[config.mk]
export PLATFORM = sky130hd
export DESIGN_NAME = uart_rx_deser_flat
export DESIGN_NICKNAME = d
export VERILOG_FILES = /design/src/rtl/uart_rx_deser_pkg.sv /design/src/rtl/uart_rx_deser_if.sv /design/src/rtl/uart_rx_deser_sync2.sv /design/src/rtl/uart_rx_deser.sv /design/src/flat_wrapper.sv
export SDC_FILE = /design/constraint.sdc
export NUM_CORES = 1
export LEC_CHECK = 0
export ABC_AREA = 1
export CORE_AREA = 2 2 58 66
export DETAILED_ROUTE_END_ITERATION = 8
export DIE_AREA = 0 0 60 68
export DONT_BUFFER_PORTS = 1
export GPL_ROUTABILITY_DRIVEN = 0
export PLACE_DENSITY = 0.68
export RECOVER_POWER = 25
export REMOVE_ABC_BUFFERS = 1
export SYNTH_ARGS = -nofsm -noshare
export SYNTH_HDL_FRONTEND = slang
export SYNTH_HIERARCHICAL = 1
export SYNTH_SLANG_ARGS = --single-unit
[constraint.sdc]
create_clock -name clk -period 1.3 [get_ports clk]
set_clock_uncertainty 0.05 [all_clocks]
set_input_delay 0.13 -clock clk [delete_from_list [all_inputs] [get_ports clk]]
set_output_delay 0.13 -clock clk [all_outputs]
set_load 0.05 [all_outputs]
[src/rtl/uart_rx_deser_pkg.sv]
// Shared types and default sizing for the UART receive deserialiser.
package uart_rx_deser_pkg;

    localparam int unsigned DEF_OVERSAMPLE = 16;
    localparam int unsigned DEF_DATA_BITS  = 8;

    typedef enum logic [2:0] {
        IDLE   = 3'd0,
        START  = 3'd1,
        DATA   = 3'd2,
        PARITY = 3'd3,
        ALIGN  = 3'd4,
        STOP   = 3'd5
    } rx_state_t;

endpackage

[src/rtl/uart_rx_deser_if.sv]
// Serial line in, deserialised word and stop-check framing out.
interface uart_rx_deser_if #(
    parameter int unsigned DATA_BITS = 8
);
    logic                 rx;
    logic                 rx_s;
    logic [DATA_BITS-1:0] rx_data;
    logic                 check_stop;
    logic                 start_err;
    logic                 parity_err;
    logic                 rx_busy;

    modport master (
        output rx,
        input  rx_s, rx_data, check_stop, start_err, parity_err, rx_busy
    );

    modport slave (
        input  rx,
        output rx_s, rx_data, check_stop, start_err, parity_err, rx_busy
    );
endinterface

[src/rtl/uart_rx_deser_sync2.sv]
// Two-flop synchroniser for the asynchronous serial line; idles high.
module uart_sync2 (
    input  logic clk,
    input  logic rst,
    input  logic d,
    output logic q
);
    logic meta;

    always_ff @(posedge clk or posedge rst) begin
        if (rst) begin
            meta <= 1'b1;
            q    <= 1'b1;
        end else begin
            meta <= d;
            q    <= meta;
        end
    end
endmodule

[src/rtl/uart_rx_deser.sv]
// UART receive front end: mid-bit sampling of start, data and parity, then a
// stop-bit-aligned check_stop window for the downstream stop checker.
module uart_rx_deser
    import uart_rx_deser_pkg::*;
#(
    parameter int unsigned OVERSAMPLE = DEF_OVERSAMPLE,
    parameter int unsigned DATA_BITS  = DEF_DATA_BITS,
    parameter int unsigned PARITY_EN  = 0,
    parameter int unsigned PARITY_ODD = 0
) (
    input  logic           clk,
    input  logic           rst,
    uart_rx_deser_if.slave bus
);
    localparam int unsigned CNT_W   = $clog2(OVERSAMPLE);
    localparam int unsigned BIT_W   = $clog2(DATA_BITS + 1);
    localparam int unsigned HALF_M1 = OVERSAMPLE / 2 - 1;
    localparam int unsigned HALF_M2 = OVERSAMPLE / 2 - 2;
    localparam int unsigned LAST    = OVERSAMPLE - 1;

    rx_state_t            state;
    logic [CNT_W-1:0]     cnt;
    logic [BIT_W-1:0]     bitcnt;
    logic [DATA_BITS-1:0] shreg;
    logic [DATA_BITS-1:0] shreg_nxt;
    logic [DATA_BITS:0]   shift_ext;
    logic [DATA_BITS-1:0] rx_data;
    logic                 rx_s;
    logic                 start_err;
    logic                 parity_err;
    logic                 par_odd;
    logic                 cnt_last;

    uart_sync2 u_sync (
        .clk (clk),
        .rst (rst),
        .d   (bus.rx),
        .q   (rx_s)
    );

    // LSB-first frame: new bits enter at the MSB end and walk down.
    assign shift_ext = {rx_s, shreg};
    assign shreg_nxt = shift_ext[DATA_BITS:1];
    assign par_odd   = 1'(PARITY_ODD);
    assign cnt_last  = (cnt == CNT_W'(LAST));

    always_ff @(posedge clk or posedge rst) begin
        if (rst) begin
            state      <= IDLE;
            cnt        <= '0;
            bitcnt     <= '0;
            shreg      <= '0;
            rx_data    <= '0;
            start_err  <= 1'b0;
            parity_err <= 1'b0;
        end else begin
            start_err <= 1'b0;
            case (state)
                IDLE: begin
                    if (!rx_s) begin
                        state <= START;
                        cnt   <= '0;
                    end
                end
                START: begin
                    if (cnt == CNT_W'(HALF_M1)) begin
                        cnt <= '0;
                        if (!rx_s) begin
                            state  <= DATA;
                            bitcnt <= '0;
                        end else begin
                            state     <= IDLE;
                            start_err <= 1'b1;
                        end
                    end else begin
                        cnt <= cnt + CNT_W'(1);
                    end
                end
                DATA: begin
                    if (cnt_last) begin
                        cnt    <= '0;
                        shreg  <= shreg_nxt;
                        bitcnt <= bitcnt + BIT_W'(1);
                        if (bitcnt == BIT_W'(DATA_BITS - 1)) begin
                            rx_data <= shreg_nxt;
                            state   <= (PARITY_EN != 0) ? PARITY : ALIGN;
                        end
                    end else begin
                        cnt <= cnt + CNT_W'(1);
                    end
                end
                PARITY: begin
                    // rx_data already holds the completed word here.
                    if (cnt_last) begin
                        parity_err <= (^rx_data) ^ rx_s ^ par_odd;
                        state      <= ALIGN;
                        cnt        <= '0;
                    end else begin
                        cnt <= cnt + CNT_W'(1);
                    end
                end
                ALIGN: begin
                    // Shifts from mid-bit sampling phase to the stop-bit boundary.
                    if (cnt == CNT_W'(HALF_M2)) begin
                        state <= STOP;
                        cnt   <= '0;
                    end else begin
                        cnt <= cnt + CNT_W'(1);
                    end
                end
                STOP: begin
                    if (cnt_last) begin
                        state <= IDLE;
                        cnt   <= '0;
                    end else begin
                        cnt <= cnt + CNT_W'(1);
                    end
                end
                default: begin
                    state <= IDLE;
                    cnt   <= '0;
                end
            endcase
        end
    end

    assign bus.rx_s       = rx_s;
    assign bus.rx_data    = rx_data;
    assign bus.start_err  = start_err;
    assign bus.parity_err = parity_err;
    assign bus.check_stop = (state == STOP);
    assign bus.rx_busy    = (state != IDLE);

endmodule
[src/flat_wrapper.sv]
// flat-port wrapper written by rule: the top's interface ports become plain ports
module uart_rx_deser_flat import uart_rx_deser_pkg::*;
#(
    parameter int unsigned OVERSAMPLE = DEF_OVERSAMPLE,
    parameter int unsigned DATA_BITS  = DEF_DATA_BITS,
    parameter int unsigned PARITY_EN  = 0,
    parameter int unsigned PARITY_ODD = 0
)
  (clk, rst, bus_rx, bus_rx_s, bus_rx_data, bus_check_stop, bus_start_err, bus_parity_err, bus_rx_busy);
  uart_rx_deser_if #(.DATA_BITS(DATA_BITS)) bus_i ();
  input  logic clk;
  input  logic rst;
  input wire logic [$bits(bus_i.rx)-1:0] bus_rx;
  output wire logic [$bits(bus_i.rx_s)-1:0] bus_rx_s;
  output wire logic [$bits(bus_i.rx_data)-1:0] bus_rx_data;
  output wire logic [$bits(bus_i.check_stop)-1:0] bus_check_stop;
  output wire logic [$bits(bus_i.start_err)-1:0] bus_start_err;
  output wire logic [$bits(bus_i.parity_err)-1:0] bus_parity_err;
  output wire logic [$bits(bus_i.rx_busy)-1:0] bus_rx_busy;
  assign bus_i.rx = bus_rx;
  assign bus_rx_s = bus_i.rx_s;
  assign bus_rx_data = bus_i.rx_data;
  assign bus_check_stop = bus_i.check_stop;
  assign bus_start_err = bus_i.start_err;
  assign bus_parity_err = bus_i.parity_err;
  assign bus_rx_busy = bus_i.rx_busy;
  uart_rx_deser #(.OVERSAMPLE(OVERSAMPLE), .DATA_BITS(DATA_BITS), .PARITY_EN(PARITY_EN), .PARITY_ODD(PARITY_ODD)) u_core (.clk(clk), .rst(rst), .bus(bus_i));
endmodule
==> results of run 1 <==
==> layout make-up <==
| cell class | count | share of cell area [%] |
|---|---|---|
| Clock buffer | 6 | 3.53 |
| Clock inverter | 2 | 2.56 |
| Inverter | 35 | 5.72 |
| Multi-Input combinational cell | 135 | 37.6 |
| Sequential cell | 30 | 32.3 |
| Tap cell | 50 | 2.67 |
| Timing Repair Buffer | 41 | 15.7 |
==> repair_timing <==
action,in CTS,in global routing
setup buffers,3,1
hold endpoints to repair,31,0
pin swaps,7,7
hold buffers,2,0
setup endpoints to repair,29,30
cloned,0,1
gates resized for setup,37,49
==> sequential cells by signal, summed over array words and instances, names as in the netlist <==
name	count
u_core/state	3
u_core/bus.rx_data	8
u_core/cnt	4
u_core/shreg	7
u_core/u_sync/meta	1
u_core/bus.parity_err	1
u_core/u_sync/q	1
u_core/bus.start_err	1
u_core/bitcnt	4
==> Yosys cell counts (all sizes together) <==
| library cell | count | area share [%] |
|---|---|---|
| a21oi | 5 | 1.6 |
| buf | 2 | 1.0 |
| dfrtp | 28 | 44 |
| dfstp | 2 | 3.3 |
| ha | 3 | 2.4 |
| inv | 35 | 8.3 |
| nand2 | 66 | 17 |
| nand3 | 14 | 4.4 |
| nor2 | 18 | 6.1 |
| nor3b | 1 | 0.47 |
| nor4 | 1 | 0.39 |
| o21ai | 24 | 9.4 |
| o22ai | 1 | 0.39 |
| xor2 | 2 | 1.1 |
==> critical path, stage by stage (launching register included) <==
cell     delay [ns]
dfrtp_1        0.39
inv_2          0.12
nand2_1        0.14
inv_1          0.08
nand2_1        0.11
buf_6          0.18
==> where the power goes <==
group | switching, mW | internal (mW) | total [mW]
combinational | 0.784 | 0.640 | 1.42
sequential | 0.121 | 1.03 | 1.15
clock | 0.361 | 0.817 | 1.18
==> cell families after synthesis <==
| logic type | synth area share, % |
|---|---|
| simple gates | 28.5 |
| fa+ha+maj | 2.36 |
| buf+inv | 9.28 |
| xor+xnor | 1.10 |
| compound gates | 11.4 |
| flops | 47.4 |
==> per-stage QoR <==
step                std cells  power [mW]
floorplan                 200        1.68
global placement          284        2.07
detailed placement        284        2.07
CTS                       297        3.52
global route              299        3.94
finish                    299        3.75
==> worst paths after layout <==
check,startpoint,endpoint,cells past startpoint
min in group clk,u_core/u_sync/meta,u_core/u_sync/q,0
worst min-delay path,rst,u_core/u_sync/q,2
worst min register to register,u_core/u_sync/meta,u_core/u_sync/q,0
max in group asynchronous,rst,u_core/cnt[0],3
worst max register to register,u_core/cnt[1],u_core/bus.rx_data[6],8
worst max-delay path,u_core/state[1],bus_rx_busy,5
==> routing by layer <==
layer	track usage [%]	vias to the layer above
li1	-	721
met1	20.8	667
met2	28.0	24
met3	6.43	8
met4	9.17	0
met5	0	-
==> impl_results.html, run 1 <==
<table>
<tr><th>Metric</th><th>Value</th></tr>
<tr><th colspan="2">Outcome</th></tr>
<tr><td>Outcome</td><td>finished with violations</td></tr>
<tr><td>Violated checks</td><td>setup timing</td></tr>
<tr><th colspan="2">Final layout</th></tr>
<tr><td>Final standard cell utilization of the core</td><td>67.3%</td></tr>
<tr><td>Area Growth Syn to Fin</td><td>47.3%</td></tr>
<tr><td>Antenna cells</td><td>0</td></tr>
<tr><td>Filler cell count</td><td>245</td></tr>
<tr><td>Storage element area</td><td>roughly 760 sq um</td></tr>
<tr><td>Layout Nets</td><td>254</td></tr>
<tr><td>Commonest non-fill, non-tap cell in the layout</td><td>nand2_1</td></tr>
<tr><td>Most frequent cells in the layout</td><td>47 x nand2_1, 29 x inv_1, 26 x dfrtp_1</td></tr>
<tr><td>Fraction of layout instances using a drive strength above 1</td><td>a little under half</td></tr>
<tr><td>Post-route cell area</td><td>0.00234 sq mm</td></tr>
<tr><td>Multi-input gate area</td><td>~880 sq um</td></tr>
<tr><th colspan="2">Route</th></tr>
<tr><td>Post-route ant nets</td><td>0</td></tr>
<tr><td>Pre-Repair DR Iteration Count</td><td>4</td></tr>
<tr><td>Total wire length after detailed routing</td><td>3.63 mm</td></tr>
<tr><td>WL met2</td><td>1.90 mm</td></tr>
<tr><td>Length of routed wiring on met1</td><td>1.51 mm</td></tr>
<tr><td>Drt initial violations</td><td>62</td></tr>
<tr><td>Routed wire per std cell</td><td>12.1 microns</td></tr>
<tr><td>DRC violation count after routing</td><td>0</td></tr>
<tr><td>Uppermost routed layer</td><td>met4</td></tr>
<tr><td>Met3 wire length</td><td>between 100 and 150 microns</td></tr>
<tr><td>Via-to-Cell Ratio</td><td>4.75</td></tr>
<tr><td>Via count of the routed design</td><td>1420</td></tr>
<tr><th colspan="2">Timing</th></tr>
<tr><td>Highest achievable clock rate</td><td>about 670 MHz</td></tr>
<tr><td>Final Cycle Share</td><td>114%</td></tr>
<tr><td>Shortest period the worst path allows</td><td>about 1.5 ns</td></tr>
<tr><td>Total count of max-transition violations in the final report</td><td>0</td></tr>
<tr><td>Max-slew headroom at the worst pin</td><td>a little over half</td></tr>
<tr><td>Setup repair after global routing missed its margin</td><td>true</td></tr>
<tr><td>Worst path setup slack after routing</td><td>-0.183 ns</td></tr>
<tr><td>Final count of negative-setup-slack endpoints</td><td>29</td></tr>
<tr><td>Final hold viol count</td><td>0</td></tr>
<tr><td>Slew at the pin closest to its max-slew limit</td><td>0.692 ns</td></tr>
<tr><td>Final setup TNS</td><td>-3.16 ns</td></tr>
<tr><td>Worst hold slack after final layout</td><td>0.272 ns</td></tr>
<tr><th colspan="2">Clock network</th></tr>
<tr><td>Clock root buffer</td><td>clkbuf_8</td></tr>
<tr><td>TritonCTS clock tree</td><td>yes</td></tr>
<tr><td>Clock Sinks</td><td>30</td></tr>
<tr><td>Register clock-pin slew on the reported worst setup and hold paths</td><td>0.06 ns</td></tr>
<tr><td>Max clock buf depth</td><td>2</td></tr>
<tr><td>H-tree depth</td><td>2</td></tr>
<tr><td>Clk_lat worst skew</td><td>0.29 ns</td></tr>
<tr><td>Clock buffers created by TritonCTS</td><td>5</td></tr>
<tr><th colspan="2">Critical path</th></tr>
<tr><td>Arrival time worst endpoint</td><td>1.30 ns</td></tr>
<tr><td>Critical path required time</td><td>between 1 and 1.5 ns</td></tr>
<tr><td>Worst setup EP type</td><td>output pin</td></tr>
<tr><td>Minimum setup slack among reg-to-reg paths</td><td>-0.17 ns</td></tr>
<tr><td>Critical path peak fanout</td><td>4</td></tr>
<tr><td>Critical path start-end classification</td><td>reg2out</td></tr>
<tr><td>CP Launch Type</td><td>flop</td></tr>
<tr><th colspan="2">Power</th></tr>
<tr><td>Static leakage power</td><td>1.19 nW</td></tr>
<tr><td>P per Cell Area</td><td>1600 mW/mm^2</td></tr>
<tr><td>Worst voltage drop across the vdd grid</td><td>1280 uV</td></tr>
<tr><th colspan="2">Global routing</th></tr>
<tr><td>Global route overflow</td><td>0</td></tr>
<tr><td>First-pass GRT wire length</td><td>5.14 mm</td></tr>
<tr><td>GR Util All Layers</td><td>17.7%</td></tr>
<tr><td>Maximum number of pins on one net before global-route repair</td><td>29</td></tr>
<tr><td>Via count of the first global-routing pass</td><td>roughly 1200</td></tr>
<tr><td>Initial antenna violation count</td><td>0</td></tr>
<tr><th colspan="2">Job</th></tr>
<tr><td>Maximum capacitance violations</td><td>0</td></tr>
<tr><th colspan="2">Place</th></tr>
<tr><td>Worst slack, placed</td><td>-0.145 ns</td></tr>
<tr><td>Estimated wirelength of the detail-placed design</td><td>2.16 mm</td></tr>
<tr><td>Count of port buffers added during placement</td><td>0</td></tr>
<tr><td>Post-place instance area</td><td>0.00189 sq mm</td></tr>
<tr><th colspan="2">Synthesis</th></tr>
<tr><td>Synthesis warning total</td><td>6</td></tr>
<tr><td>Average instance area after synthesis</td><td>7.87 sq um</td></tr>
<tr><td>Proportion of synthesized chip area in sequential cells</td><td>a little under half</td></tr>
<tr><td>Post-Synthesis Cells</td><td>about 200</td></tr>
<tr><td>Library cells used by synthesis</td><td>23</td></tr>
<tr><td>Cell area after technology mapping</td><td>0.00159 sq mm</td></tr>
<tr><td>Number of synthesized register bits</td><td>30</td></tr>
<tr><th colspan="2">Floorplanning</th></tr>
<tr><td>Die outline height</td><td>about 68 microns</td></tr>
<tr><td>FP Rows</td><td>23</td></tr>
<tr><td>Boundary pin count</td><td>16</td></tr>
<tr><td>Starting Density</td><td>45.7%</td></tr>
<tr><td>Core Area</td><td>0.00348 sq mm</td></tr>
<tr><td>Die W</td><td>approximately 60 microns</td></tr>
<tr><td>Die area</td><td>0.00408 sq mm</td></tr>
<tr><th colspan="2">Worst hold path</th></tr>
<tr><td>Classification of the worst-slack hold path</td><td>in2async</td></tr>
</table>
Note: power is estimated with default switching activity, not from simulation.
==> run 2, diff against run 1 <==
Settings changed: ABC_CLOCK_PERIOD_IN_PS from default to 1300, CAP_MARGIN from default to 20.
==> results of run 2 <==
No change in the layout: final DEF, timing and power equal those of run 1.
